`src/rtl/conv33_pkg.sv`:
```
// Shared definitions for the conv33 loaders: stage FSM encoding, kernel size
// and the packed-word index helper.
package conv33_pkg;

  localparam int unsigned KERNEL_WORDS = 9;

  typedef enum logic [2:0] {
    ST_IDLE,
    ST_READ,
    ST_DRAIN,
    ST_DONE,
    ST_WAIT_LOW
  } state_e;

  // Slot of kernel element (row, col) of channel ch in the packed bank.
  function automatic int unsigned word_index(input int unsigned ch,
                                             input int unsigned row,
                                             input int unsigned col);
    return ch * KERNEL_WORDS + row * 3 + col;
  endfunction

endpackage

```
`src/rtl/conv33_rd_pipe.sv`:
```
// Tracks issued memory reads through an LAT-deep valid shift register and
// raises strobe in the cycle the matching read data is present.
module conv33_rd_pipe #(
  parameter int unsigned LAT = 1
) (
  input  logic clk,
  input  logic rst_n,
  input  logic flush,
  input  logic issue,
  output logic strobe
);

  logic [LAT-1:0] valid_q, valid_d;

  always_comb begin
    valid_d    = valid_q << 1;
    valid_d[0] = issue;
    if (flush) valid_d = '0;
  end

  always_ff @(posedge clk or negedge rst_n) begin
    if (!rst_n) valid_q <= '0;
    else        valid_q <= valid_d;
  end

  assign strobe = valid_q[LAT-1];

endmodule

```
`src/rtl/conv33_weight_loader.sv`:
```
// Weight-load responder for the conv33 start/done handshake: reads CH*9 words
// into a flat bank. Define CONV33_WEIGHT_CHECKSUM_EN for the checksum output.
module conv33_weight_loader
  import conv33_pkg::*;
#(
  parameter int unsigned DATA_W    = 8,
  parameter int unsigned CH        = 1,
  parameter int unsigned ADDR_W    = 10,
  parameter int unsigned BASE_ADDR = 0,
  parameter int unsigned RD_LAT    = 1
) (
  input  logic                              clk,
  input  logic                              rst_n,
  input  logic                              weight_start,
  output logic                              weight_done,
  output logic                              mem_en,
  output logic [ADDR_W-1:0]                 mem_addr,
  input  logic [DATA_W-1:0]                 mem_rdata,
  output logic [CH*KERNEL_WORDS*DATA_W-1:0] weights,
  output logic                              weights_valid
`ifdef CONV33_WEIGHT_CHECKSUM_EN
  ,
  output logic [DATA_W+$clog2(CH*KERNEL_WORDS+1)-1:0] checksum
`endif
);

  localparam int unsigned N     = CH * KERNEL_WORDS;
  localparam int unsigned CNT_W = $clog2(N + 1);
  localparam logic [CNT_W-1:0]  LAST = CNT_W'(N - 1);
  localparam logic [ADDR_W-1:0] BASE = ADDR_W'(BASE_ADDR);

  state_e              state_q, state_d;
  logic                done_q, done_d;
  logic                en_q, en_d;
  logic                valid_q, valid_d;
  logic [ADDR_W-1:0]   addr_q, addr_d;
  logic [CNT_W-1:0]    issue_cnt_q, issue_cnt_d;
  logic [CNT_W-1:0]    cap_cnt_q, cap_cnt_d;
  logic [N*DATA_W-1:0] weights_q, weights_d;
  logic                flush;
  logic                strobe;
`ifdef CONV33_WEIGHT_CHECKSUM_EN
  localparam int unsigned CK_W = DATA_W + $clog2(N + 1);
  logic [CK_W-1:0]     cksum_q, cksum_d;
`endif

  conv33_rd_pipe #(.LAT(RD_LAT)) u_rd_pipe (
    .clk    (clk),
    .rst_n  (rst_n),
    .flush  (flush),
    .issue  (en_q),
    .strobe (strobe)
  );

  always_comb begin
    state_d     = state_q;
    done_d      = 1'b0;
    en_d        = en_q;
    valid_d     = valid_q;
    addr_d      = addr_q;
    issue_cnt_d = issue_cnt_q;
    cap_cnt_d   = cap_cnt_q;
    weights_d   = weights_q;
    flush       = 1'b0;
`ifdef CONV33_WEIGHT_CHECKSUM_EN
    cksum_d     = cksum_q;
`endif
    case (state_q)
      ST_IDLE: begin
        if (weight_start) begin
          state_d     = ST_READ;
          en_d        = 1'b1;
          addr_d      = BASE;
          issue_cnt_d = '0;
          cap_cnt_d   = '0;
          valid_d     = 1'b0;
`ifdef CONV33_WEIGHT_CHECKSUM_EN
          cksum_d     = '0;
`endif
        end
      end
      ST_READ, ST_DRAIN: begin
        if (!weight_start) begin
          // Abort: drop the request and discard reads still in flight.
          state_d = ST_IDLE;
          en_d    = 1'b0;
          flush   = 1'b1;
        end else begin
          if (state_q == ST_READ) begin
            if (issue_cnt_q == LAST) begin
              en_d    = 1'b0;
              state_d = ST_DRAIN;
            end else begin
              addr_d      = addr_q + 1'b1;
              issue_cnt_d = issue_cnt_q + 1'b1;
            end
          end
          if (strobe) begin
            weights_d[int'(cap_cnt_q)*DATA_W +: DATA_W] = mem_rdata;
            cap_cnt_d = cap_cnt_q + 1'b1;
`ifdef CONV33_WEIGHT_CHECKSUM_EN
            cksum_d   = cksum_q + CK_W'(mem_rdata);
`endif
            if (cap_cnt_q == LAST) begin
              state_d = ST_DONE;
              done_d  = 1'b1;
              valid_d = 1'b1;
            end
          end
        end
      end
      ST_DONE:     state_d = ST_WAIT_LOW;
      ST_WAIT_LOW: if (!weight_start) state_d = ST_IDLE;
      default:     state_d = ST_IDLE;
    endcase
  end

  always_ff @(posedge clk or negedge rst_n) begin
    if (!rst_n) begin
      state_q     <= ST_IDLE;
      done_q      <= 1'b0;
      en_q        <= 1'b0;
      valid_q     <= 1'b0;
      addr_q      <= BASE;
      issue_cnt_q <= '0;
      cap_cnt_q   <= '0;
      weights_q   <= '0;
`ifdef CONV33_WEIGHT_CHECKSUM_EN
      cksum_q     <= '0;
`endif
    end else begin
      state_q     <= state_d;
      done_q      <= done_d;
      en_q        <= en_d;
      valid_q     <= valid_d;
      addr_q      <= addr_d;
      issue_cnt_q <= issue_cnt_d;
      cap_cnt_q   <= cap_cnt_d;
      weights_q   <= weights_d;
`ifdef CONV33_WEIGHT_CHECKSUM_EN
      cksum_q     <= cksum_d;
`endif
    end
  end

  assign weight_done   = done_q;
  assign mem_en        = en_q;
  assign mem_addr      = addr_q;
  assign weights       = weights_q;
  assign weights_valid = valid_q;
`ifdef CONV33_WEIGHT_CHECKSUM_EN
  assign checksum      = cksum_q;
`endif

endmodule

```
`config.mk`:
```
export PLATFORM = sky130hd
export DESIGN_NAME = conv33_weight_loader
export DESIGN_NICKNAME = d
export VERILOG_FILES = /design/src/rtl/conv33_pkg.sv /design/src/rtl/conv33_rd_pipe.sv /design/src/rtl/conv33_weight_loader.sv
export SDC_FILE = /design/constraint.sdc
export NUM_CORES = 1
export LEC_CHECK = 0
export ABC_AREA = 1
export BUFFER_PORTS_ARGS = -buffer_cell sky130_fd_sc_hd__buf_4
export CAP_MARGIN = 5
export CELL_PAD_IN_SITES_DETAIL_PLACEMENT = 0
export CELL_PAD_IN_SITES_GLOBAL_PLACEMENT = 2
export CORE_UTILIZATION = 32
export DETAILED_ROUTE_END_ITERATION = 7
export HOLD_SLACK_MARGIN = 0.08
export PLACE_DENSITY_LB_ADDON = 0.3
export RECOVER_POWER = 25
export SLEW_MARGIN = 5
export SYNTH_ARGS = -nofsm -noshare
export SYNTH_HDL_FRONTEND = slang
export SYNTH_HIERARCHICAL = 1
export SYNTH_SLANG_ARGS = --single-unit
```
`constraint.sdc`:
```
create_clock -name clk -period 2.25 [get_ports clk]
set_clock_uncertainty 0.15 [all_clocks]
set_input_delay 0.675 -clock clk [delete_from_list [all_inputs] [get_ports clk]]
set_output_delay 0.675 -clock clk [all_outputs]
set_load 0.05 [all_outputs]
```
# Word level (Yosys, flattened, before mapping)
# Index checks and enable logic that the tools add are counted.
totals:
  ff_bits: 97
  output_inout_bits: 85
  wordCells: 78
classes:
  addsub: 4
  n_eq_ne: 15
  shift: 2
  n_mux: 39
  reduce_logical: 9
ops:
  columns: ["cell", "n"]
  rows:
  - ["bitwise mux 72 bit", 1]
  - ["variable shift 8 x 34 -> 72 bit, first input constant", 1]
  - ["variable part select 8 x 34 -> 72 bit", 1]
  - ["two-way mux 10 bit", 4]
  - ["negation 7 -> 34 bit", 1]
  - ["two-way mux 4 bit", 6]
  - ["two-way mux 3 bit", 7]
  - ["one-hot mux 10 bit (2 select lines)", 1]
  - ["one-hot mux 4 bit (2 select lines)", 2]
  - ["two-way mux 1 bit", 15]
  - ["inequality test 2 bit, second input constant", 6]
  - ["one-hot mux 3 bit (4 select lines)", 1]
  - ["adder 10 x 1 -> 10 bit, second input constant", 1]
  - ["AND reduction 5 bit", 2]
  - ["adder 4 x 1 -> 4 bit, second input constant", 2]
  - ["equality test 4 bit, second input constant", 2]
  - ["AND reduction 4 bit", 2]
  - ["equality test 3 x 2 -> 1 bit, second input constant", 2]
  - ["inequality test 3 bit, second input constant", 2]
  - ["one-hot mux 1 bit (2 select lines)", 2]
  - ["equality test 3 x 1 -> 1 bit, second input constant", 1]
  - ["equality test 3 bit, second input constant", 1]
  - ["zero test 3 bit", 1]
  - ["AND reduction 3 bit", 1]
  - ["other kinds (4)", 4]

# Longest topological paths before layout
# Gate-level depths: netlist (run 1).
depth:
  depth_word: 7
  depth_mapped: 11
  depth_no_buf: 10

# Modules after synthesis
# The synthesis (run 1) kept the hierarchy.
modules_own_cells:
  columns: ["module", "n_inst", "cells_each", "area_each_um2", "seq_area_each_um2"]
  rows:
  - ["conv33_weight_loader", 1, 591, 4767.1, 2402.3]
  - ["conv33_rd_pipe", 1, 3, 35.0, 25.0]

# Worst setup path before layout (run 1)
# OpenSTA, ideal clock, no wires.
synth_path:
  kind: "register to register"
  start: "register cap_cnt_q[0]"
  end: "register weights_q[27], in the netlist weights[27]"
  arrival_time_ps: 1810
  required_time_ps: 2035
  setup_slack_ps: 225
  path_stages_with_launch: 10
  path_buffers: 2
  synth_period_minus_slack_ps: 2025
  cell_sequence: "dfrtp_1 -> inv_1 -> ha_1 -> buf_4 -> inv_1 -> buf_2 -> nand2_1 -> nor2_1 -> nand3_1 -> nand2_1"
synth_via:
  elab_chain_len: 3
  word_cells_on_any_way: 4
  cone_classes: "1 x add/sub; 2 x shift; 1 x mux"
synth_rtl:
  columns: ["element", "line_no", "text"]
  rows:
  - ["start: declaration", "conv33_weight_loader.sv:38", "logic [CNT_W-1:0] cap_cnt_q, cap_cnt_d;"]
  - ["start signal: assignment", "conv33_weight_loader.sv:138", "cap_cnt_q <= cap_cnt_d;"]
  - ["negation 7 -> 34 bit (*)", "conv33_weight_loader.sv:99", "weights_d[int'(cap_cnt_q)*DATA_W +: DATA_W] = mem_rdata;"]
  - ["variable part select 8 x 34 -> 72 bit or variable shift 8 x 34 -> 72 bit (tied branches)", "conv33_weight_loader.sv:99", null]
  - ["bitwise mux 72 bit (*)", "conv33_weight_loader.sv:99", null]
  - ["end signal: assignment", "conv33_weight_loader.sv:139", "weights_q <= weights_d;"]
  - ["end: declaration", "conv33_weight_loader.sv:39", "logic [N*DATA_W-1:0] weights_q, weights_d;"]
# Mark *: on every way between the ends. The rest lies on a longest branch, timed or not.
# A chain may end at the register's enable or synchronous reset.

# Final worst setup path (run 1)
layout_path:
  start: "register cap_cnt_q[1]"
  end: "register weights_q[1], in the netlist weights[1]"
# Same word-level chain as after synthesis.

==> flow_summary.json, run 1 <==
{
  "internal_power_uw": 3540,
  "dr.pass1.iters": 4,
  "grt_remaining_overflow": 0,
  "mappedNetlistNets": 611,
  "numCtsBuffers": 9,
  "finalCritPeriodShare_pct": 94.2,
  "yosys.area_share.simple_pct": 36.1,
  "synth-async-reset-ratio_pct": 100,
  "worstPathArrival_ns": 2.26,
  "final_core_util_pct": 42.1,
  "nets": 717,
  "hold_class": "flip-flop to flip-flop",
  "ys_types": 28,
  "r2r_start": "cap_cnt_q[1]",
  "via_per_inst": 4.73,
  "rsz0062_at_grt": "true",
  "hold_viol_final": 0,
  "synth_compound_area_share_pct": 3.91,
  "worstHoldStart": "weights[26]",
  "yosysTopAreaCell": "dfrtp_1",
  "min_to": "weights[26]",
  "fp.dieH_um": 125,
  "rr_endpoint": "weights[1]",
  "holdBufCountCts": 0,
  "syn_inst": 594,
  "ys_seq_area_share_pct": 50.5,
  "r2r.worst_path.cells": 9,
  "power_frac_comb_pct": 33.0,
  "core_area_um2": 14600,
  "setup_violations": 0,
  "synth.top_cell.area_share_pct": 50.5,
  "clkLatencyLatePin_ns": 0.35,
  "ir_drop_mv": 0.679,
  "die_area_um2": 15500,
  "routed_wl_mm": 12.4,
  "vias": 4202,
  "p_seq_share_pct": 34.8,
  "die_w_um": 125,
  "synthTopCellsByCount": "nand2_1 (209), dfrtp_1 (97), nand3_1 (93)",
  "ioPinCount": 96,
  "netSwitchingPower_uw": 2150,
  "dpl.cell_count": 871,
  "outcome": "finished, final reports clean",
  "port_buffers": 95,
  "syn_avg_cell_area_um2": 8.08,
  "cts_root_buf": "clkbuf_16",
  "worstSetupPathType": "flip-flop to flip-flop",
  "worst_slew_pin_slew_ns": 1.39,
  "startpoint_type": "flip-flop",
  "grt_pass1_vias": 4104,
  "synthMuxAreaShare_pct": 0,
  "synth_area_leaders": "dfrtp_1 (51%), nand2_1 (16%), nand3_1 (9.7%), inv_1 (3.7%), nor2_1 (3.2%)",
  "ys_ff_latch": 97,
  "cts_tree": "done",
  "crit_path_end_kind": "flip-flop",
  "layout_min_cycle_time_ns": 2.12,
  "setup_tns_ns": 0,
  "htreeDepth": 3,
  "grt_use_total_pct": 16.9,
  "p_sw_share_pct": 37.9,
  "gp_congestion": 0.850,
  "dp_hpwl_mm": 9.28,
  "synthAdderAreaFrac_pct": 1.56,
  "synth_edf_count": 0,
  "wl_per_cell_um": 14.0,
  "path_clk_slew_ns": 0.07,
  "p_leak_uw": 0.00348,
  "r2r_slack_ns": 0.13,
  "grt_max_degree": 57,
  "drv_cap": 0,
  "fin_hold_ws_ns": 0.323,
  "initial_core_util_pct": 32.9,
  "detail-route-antenna-nets": 0,
  "report.final.slew_viol_count": 0,
  "drt_iter0_markers": 194,
  "cp_max_fo": 9,
  "antenna_found_initial": 0,
  "fillers": 1496,
  "p_clk_share_pct": 32.2,
  "antenna_cells": 0,
  "synth_most_common_cell": "nand2_1",
  "rows": 44,
  "drive_above_1_share_pct": 22.6,
  "min_path_cells": 2,
  "cp.required_ns": 2.39,
  "netlist_area_um2": 4800,
  "synth-xor-area-share_pct": 1.46,
  "achievable-frequency_mhz": 472,
  "maxSlewHeadroom_pct": 7.38,
  "areaGrowthSynthToFinish_pct": 28.0,
  "yosys_warnings": 6,
  "clockBufferDepth": 2,
  "final_cells": 889,
  "grt_pass1_wl_mm": 21.0,
  "drc": 0,
  "synth_top_family_by_area": "simple AND/OR/NAND/NOR gates",
  "pwr_density_cell_nw_per_um2": 926,
  "ys.flop_type": "dfrtp_1",
  "cts_sinks": 97
}
## flip-flops by register name, indices dropped and copies added (netlist names)
name,cells
weight_done,1
cap_cnt_q,4
issue_cnt_q,4
weights_valid,1
weights,72
state_q,3
mem_addr,10
mem_en,1
u_rd_pipe/strobe,1
## worst max-delay path by stage
stage | from | to | cells after the start | slack, ns
4_1_cts | cap_cnt_q[1] | weights[0] | 9 | 0.03
3_5_place_dp | cap_cnt_q[1] | weights[1] | 9 | 0.05
6_report | cap_cnt_q[1] | weights[1] | 9 | 0.13
3_3_place_gp | cap_cnt_q[1] | weights[0] | 9 | 0.08
2_1_floorplan | cap_cnt_q[0] | weights[27] | 9 | 0.22
5_1_grt | cap_cnt_q[1] | weights[39] | 10 | -0.05
## power groups by stage
| stage | sequential, uW | clock (uW) | combinational [uW] |
|---|---|---|---|
| CTS | 1980 | 1890 | 1830 |
| floorplan | 2250 | 0 | 1070 |
| global placement | 2010 | 0 | 1810 |
| global route | 2000 | 1960 | 2100 |
| finish | 1980 | 1830 | 1880 |
| detailed placement | 2010 | 0 | 1820 |
## worst max-delay path: stages, from the launching register on
cell     delay [ns]
dfrtp_1        0.42
nor2_2         0.16
nand2_1        0.07
inv_1          0.14
ha_2           0.34
nor2_2         0.19
nand4_4        0.19
nor2_4         0.24
nand2_1        0.09
nand2_1        0.07
## what timing repair did
action	in CTS	in global routing
buffers inserted	0	1
gates resized for setup	0	6
setup endpoints to repair	0	56
## layer usage
layer  track usage, %  up-vias  wire length [um]
met2             27.6       81              6080
met1             22.2     2006              5700
met4             5.39        0               205
met5                0        -                 0
met3             3.95       15               464
li1                 -     2100                 -
## through the flow
stage               total power (uW)  area [um2]  setup WS, ns
floorplan                       3320        4800         0.225
global placement                3820        5780        0.0841
detailed placement              3830        5780        0.0505
CTS                             5690        6140        0.0306
global route                    6070        6150       -0.0538
finish                          5690        6150         0.130
## area by class of cell
| cell class | instances | area (um2) | share of cell area [%] |
|---|---|---|---|
| clock buffers | 11 | 253 | 4.11 |
| clock inverters | 5 | 108 | 1.75 |
| inverters | 52 | 195 | 3.18 |
| multi-input cells | 427 | 2090 | 34.0 |
| flip-flops and latches | 97 | 2430 | 39.5 |
| well taps | 184 | 230 | 3.75 |
| repair buffers | 113 | 843 | 13.7 |
## logic make-up after synthesis
logic type,Yosys count
flops,97
compound gates,33
simple gates,379
xor+xnor,8
buf+inv,71
fa+ha+maj,6
## placed cells by master, fill, tap and decap left out, types with 2 or more instances in the layout
cell type / netlist / final
a21oi_1: 3 / 3
clkbuf_8: 0 / 2
nor2_2: 2 / 5
nand4_1: 6 / 6
inv_6: 0 / 2
nand3_1: 93 / 93
inv_1: 47 / 47
nor3_1: 10 / 10
o21ai_0: 24 / 24
nand2_1: 209 / 208
nor2_4: 4 / 4
nor2_8: 4 / 4
xor2_1: 8 / 8
o21bai_1: 2 / 2
buf_4: 9 / 109
bufinv_16: 0 / 3
inv_2: 5 / 5
nor2_1: 41 / 39
clkbuf_16: 0 / 9
nand2_2: 3 / 4
nand2_4: 3 / 3
dfrtp_1: 97 / 97
nand3_2: 2 / 2
ha_1: 6 / 5
clkbuf_2: 0 / 2
Power figures use the tool's default switching activity.
==> inputs of run 2 (changes only) <==
--- a/config.mk
+++ b/config.mk
@@ -5,17 +5,15 @@
 export SDC_FILE = /design/constraint.sdc
 export NUM_CORES = 1
 export LEC_CHECK = 0
-export ABC_AREA = 1
 export BUFFER_PORTS_ARGS = -buffer_cell sky130_fd_sc_hd__buf_4
 export CAP_MARGIN = 5
 export CELL_PAD_IN_SITES_DETAIL_PLACEMENT = 0
 export CELL_PAD_IN_SITES_GLOBAL_PLACEMENT = 2
-export CORE_UTILIZATION = 32
+export CORE_UTILIZATION = 34
 export DETAILED_ROUTE_END_ITERATION = 7
 export HOLD_SLACK_MARGIN = 0.08
 export PLACE_DENSITY_LB_ADDON = 0.3
 export RECOVER_POWER = 25
-export SLEW_MARGIN = 5
 export SYNTH_ARGS = -nofsm -noshare
 export SYNTH_HDL_FRONTEND = slang
 export SYNTH_HIERARCHICAL = 1
==> run 2 against run 1 <==
Power grew 35%; global-route usage grew 0.75 points; clock power shrank 8%; critical path type unchanged; largest power group is now combinational cells.
==> flow_summary.json, run 2 <==
{
  "outcome": "finished, final reports clean",
  "synth_area_leaders": "dfrtp_1 (54%), mux2_2 (7.3%), nand2_1 (5.7%), o21ai_0 (4.6%), mux2i_1 (2.7%)",
  "path_clk_slew_ns": 0.07,
  "yosysTopAreaCell": "dfrtp_1",
  "die_area_um2": 13600,
  "crit_path_end_kind": "flip-flop",
  "worstSetupPathType": "flip-flop to flip-flop",
  "mappedNetlistNets": 434,
  "maxSlewHeadroom_pct": 12.7,
  "gp_congestion": 0.753,
  "grt_use_total_pct": 17.7,
  "netlist_area_um2": 4460,
  "synth_top_family_by_area": "simple AND/OR/NAND/NOR gates",
  "syn_avg_cell_area_um2": 10.7,
  "ir_drop_mv": 0.431,
  "rr_endpoint": "weights[70]",
  "hold_viol_final": 0,
  "dp_hpwl_mm": 8.17,
  "final_common_cell": "buf_4",
  "initial_core_util_pct": 35.1,
  "drt_iter0_markers": 152,
  "ioPinCount": 96,
  "fillers": 1232,
  "cts_root_buf": "clkbuf_16",
  "drive_above_1_share_pct": 34.6,
  "drv_cap": 0,
  "port_buffers": 95,
  "startpoint_type": "flip-flop",
  "synth_edf_count": 0,
  "synthMuxAreaShare_pct": 10.0,
  "htreeDepth": 3,
  "rows": 41,
  "yosys.area_share.simple_pct": 16.2,
  "routed_wl_mm": 11.2,
  "cp.required_ns": 2.34,
  "layout_min_cycle_time_ns": 2.15,
  "areaGrowthSynthToFinish_pct": 32.4,
  "clockBufferDepth": 2,
  "use_met3_pct": 3.32,
  "worst_slew_pin_slew_ns": 1.31,
  "achievable-frequency_mhz": 465,
  "report.final.slew_viol_count": 0,
  "ys.flop_type": "dfrtp_1",
  "multi_input_area_um2": 1930,
  "antenna_found_initial": 0,
  "drc": 0,
  "grt-busiest-layer": "met2",
  "largest_reg_flops": 72,
  "via_per_inst": 4.91,
  "power_uw": 7690,
  "ys_types": 61,
  "seq_area_um2": 2430,
  "setup_violations": 0,
  "worstPathArrival_ns": 2.24,
  "finalCritPeriodShare_pct": 95.5,
  "wl_per_cell_um": 15.9,
  "r2r_slack_ns": 0.10,
  "synth-async-reset-ratio_pct": 100,
  "synthTopCellsByCount": "dfrtp_1 (97), nand2_1 (68), o21ai_0 (41)",
  "detail-route-antenna-nets": 0,
  "dr.pass1.iters": 4,
  "cts_sinks": 97,
  "min_to": "weights[14]",
  "worstHoldStart": "weights[14]",
  "p_leak_uw": 0.00284,
  "r2r_start": "cap_cnt_q[1]",
  "r2r.worst_path.cells": 5,
  "rsz0062_at_grt": "true",
  "synth-xor-area-share_pct": 1.01,
  "grt_pass1_vias": 3415,
  "min_path_cells": 2,
  "core_area_um2": 12700,
  "cp_max_fo": 8,
  "hold_class": "flip-flop to flip-flop",
  "grt_remaining_overflow": 0,
  "synth_compound_area_share_pct": 12.4,
  "syn_inst": 417,
  "grt_pass1_wl_mm": 18.0,
  "synth_most_common_cell": "dfrtp_1",
  "die_w_um": 117,
  "nets": 547,
  "vias": 3468,
  "grt_max_degree": 98,
  "fp.dieH_um": 117,
  "antenna_cells": 0,
  "yosys_warnings": 6,
  "clkLatencyLatePin_ns": 0.35,
  "grtUsageMet1_pct": 23.8,
  "pwr_density_cell_nw_per_um2": 1300,
  "numCtsBuffers": 9,
  "synthAdderAreaFrac_pct": 2.35,
  "ys_seq_area_share_pct": 54.4,
  "final_cell_mix": "buf_4 (120), dfrtp_1 (97), nand2_1 (68)",
  "cts_tree": "done",
  "grt_use_met2_pct": 27.9,
  "ys_ff_latch": 97,
  "synth.top_cell.area_share_pct": 54.4,
  "final_core_util_pct": 46.4
}
[run 2: through the flow]
step | instance area (um2) | setup WS [ns] | cells | TNS, ns | hold WS, ns
after global placement | 5580 | -0.00981 | 690 | -0.0367 | 0.315
after detailed placement | 5580 | -0.0380 | 690 | -0.113 | 0.322
final | 5910 | 0.100 | 707 | 0 | 0.336
after global routing | 5910 | -0.0364 | 707 | -0.212 | 0.357
after floorplan | 4540 | -0.115 | 417 | -1.11 | 0.229
after CTS | 5910 | 0.0352 | 706 | 0 | 0.253
[run 2: layer usage]
layer / share of wire [%] / wire length (um)
met5: 0 / 0
met4: 1.9 / 216
met2: 47 / 5280
met1: 47 / 5270
met3: 4.0 / 445
[run 2: logic make-up after synthesis]
family / Yosys count
compound gates: 88
mux: 41
flops: 97
buf+inv: 41
simple gates: 138
fa+ha+maj: 9
xor+xnor: 3
[run 2: worst max path at each step]
stage | start | to | slack (ns)
2_1_floorplan | weight_start | weights[17] | -0.12
3_3_place_gp | weight_start | weights[22] | -0.01
3_5_place_dp | weight_start | weights[17] | -0.04
4_1_cts | cap_cnt_q[1] | weights[35] | 0.04
5_1_grt | cap_cnt_q[0] | weights[64] | -0.04
6_report | cap_cnt_q[1] | weights[70] | 0.10
[run 2: cell type report]
type / instances / share of cell area, %
timing repair buffer: 123 / 15.8
clock buffer: 10 / 3.88
tap: 172 / 3.64
inverter: 20 / 1.27
clock inverter: 6 / 1.65
multi-input combinational: 279 / 32.6
sequential: 97 / 41.1
[run 2: timing repair]
action	CTS	global route
hold buffers	0	0
endpoints found under the hold margin	0	0
setup endpoints to repair	0	18
resized for setup	0	2
setup buffers	0	1
[run 2: worst max-delay path: stages, from the launching register on]
cell and delay [ns]:
dfrtp_1 0.43, inv_1 0.07, ha_2 0.18, and3b_1 0.28
o2111ai_2 0.53, mux2_2 0.40
[run 2: report_power, final]
part	internal (uW)	total (uW)	switching [uW]
clock	993	1690	700
sequential	2150	2490	342
combinational	1200	3510	2310
total	4340	7690	3350
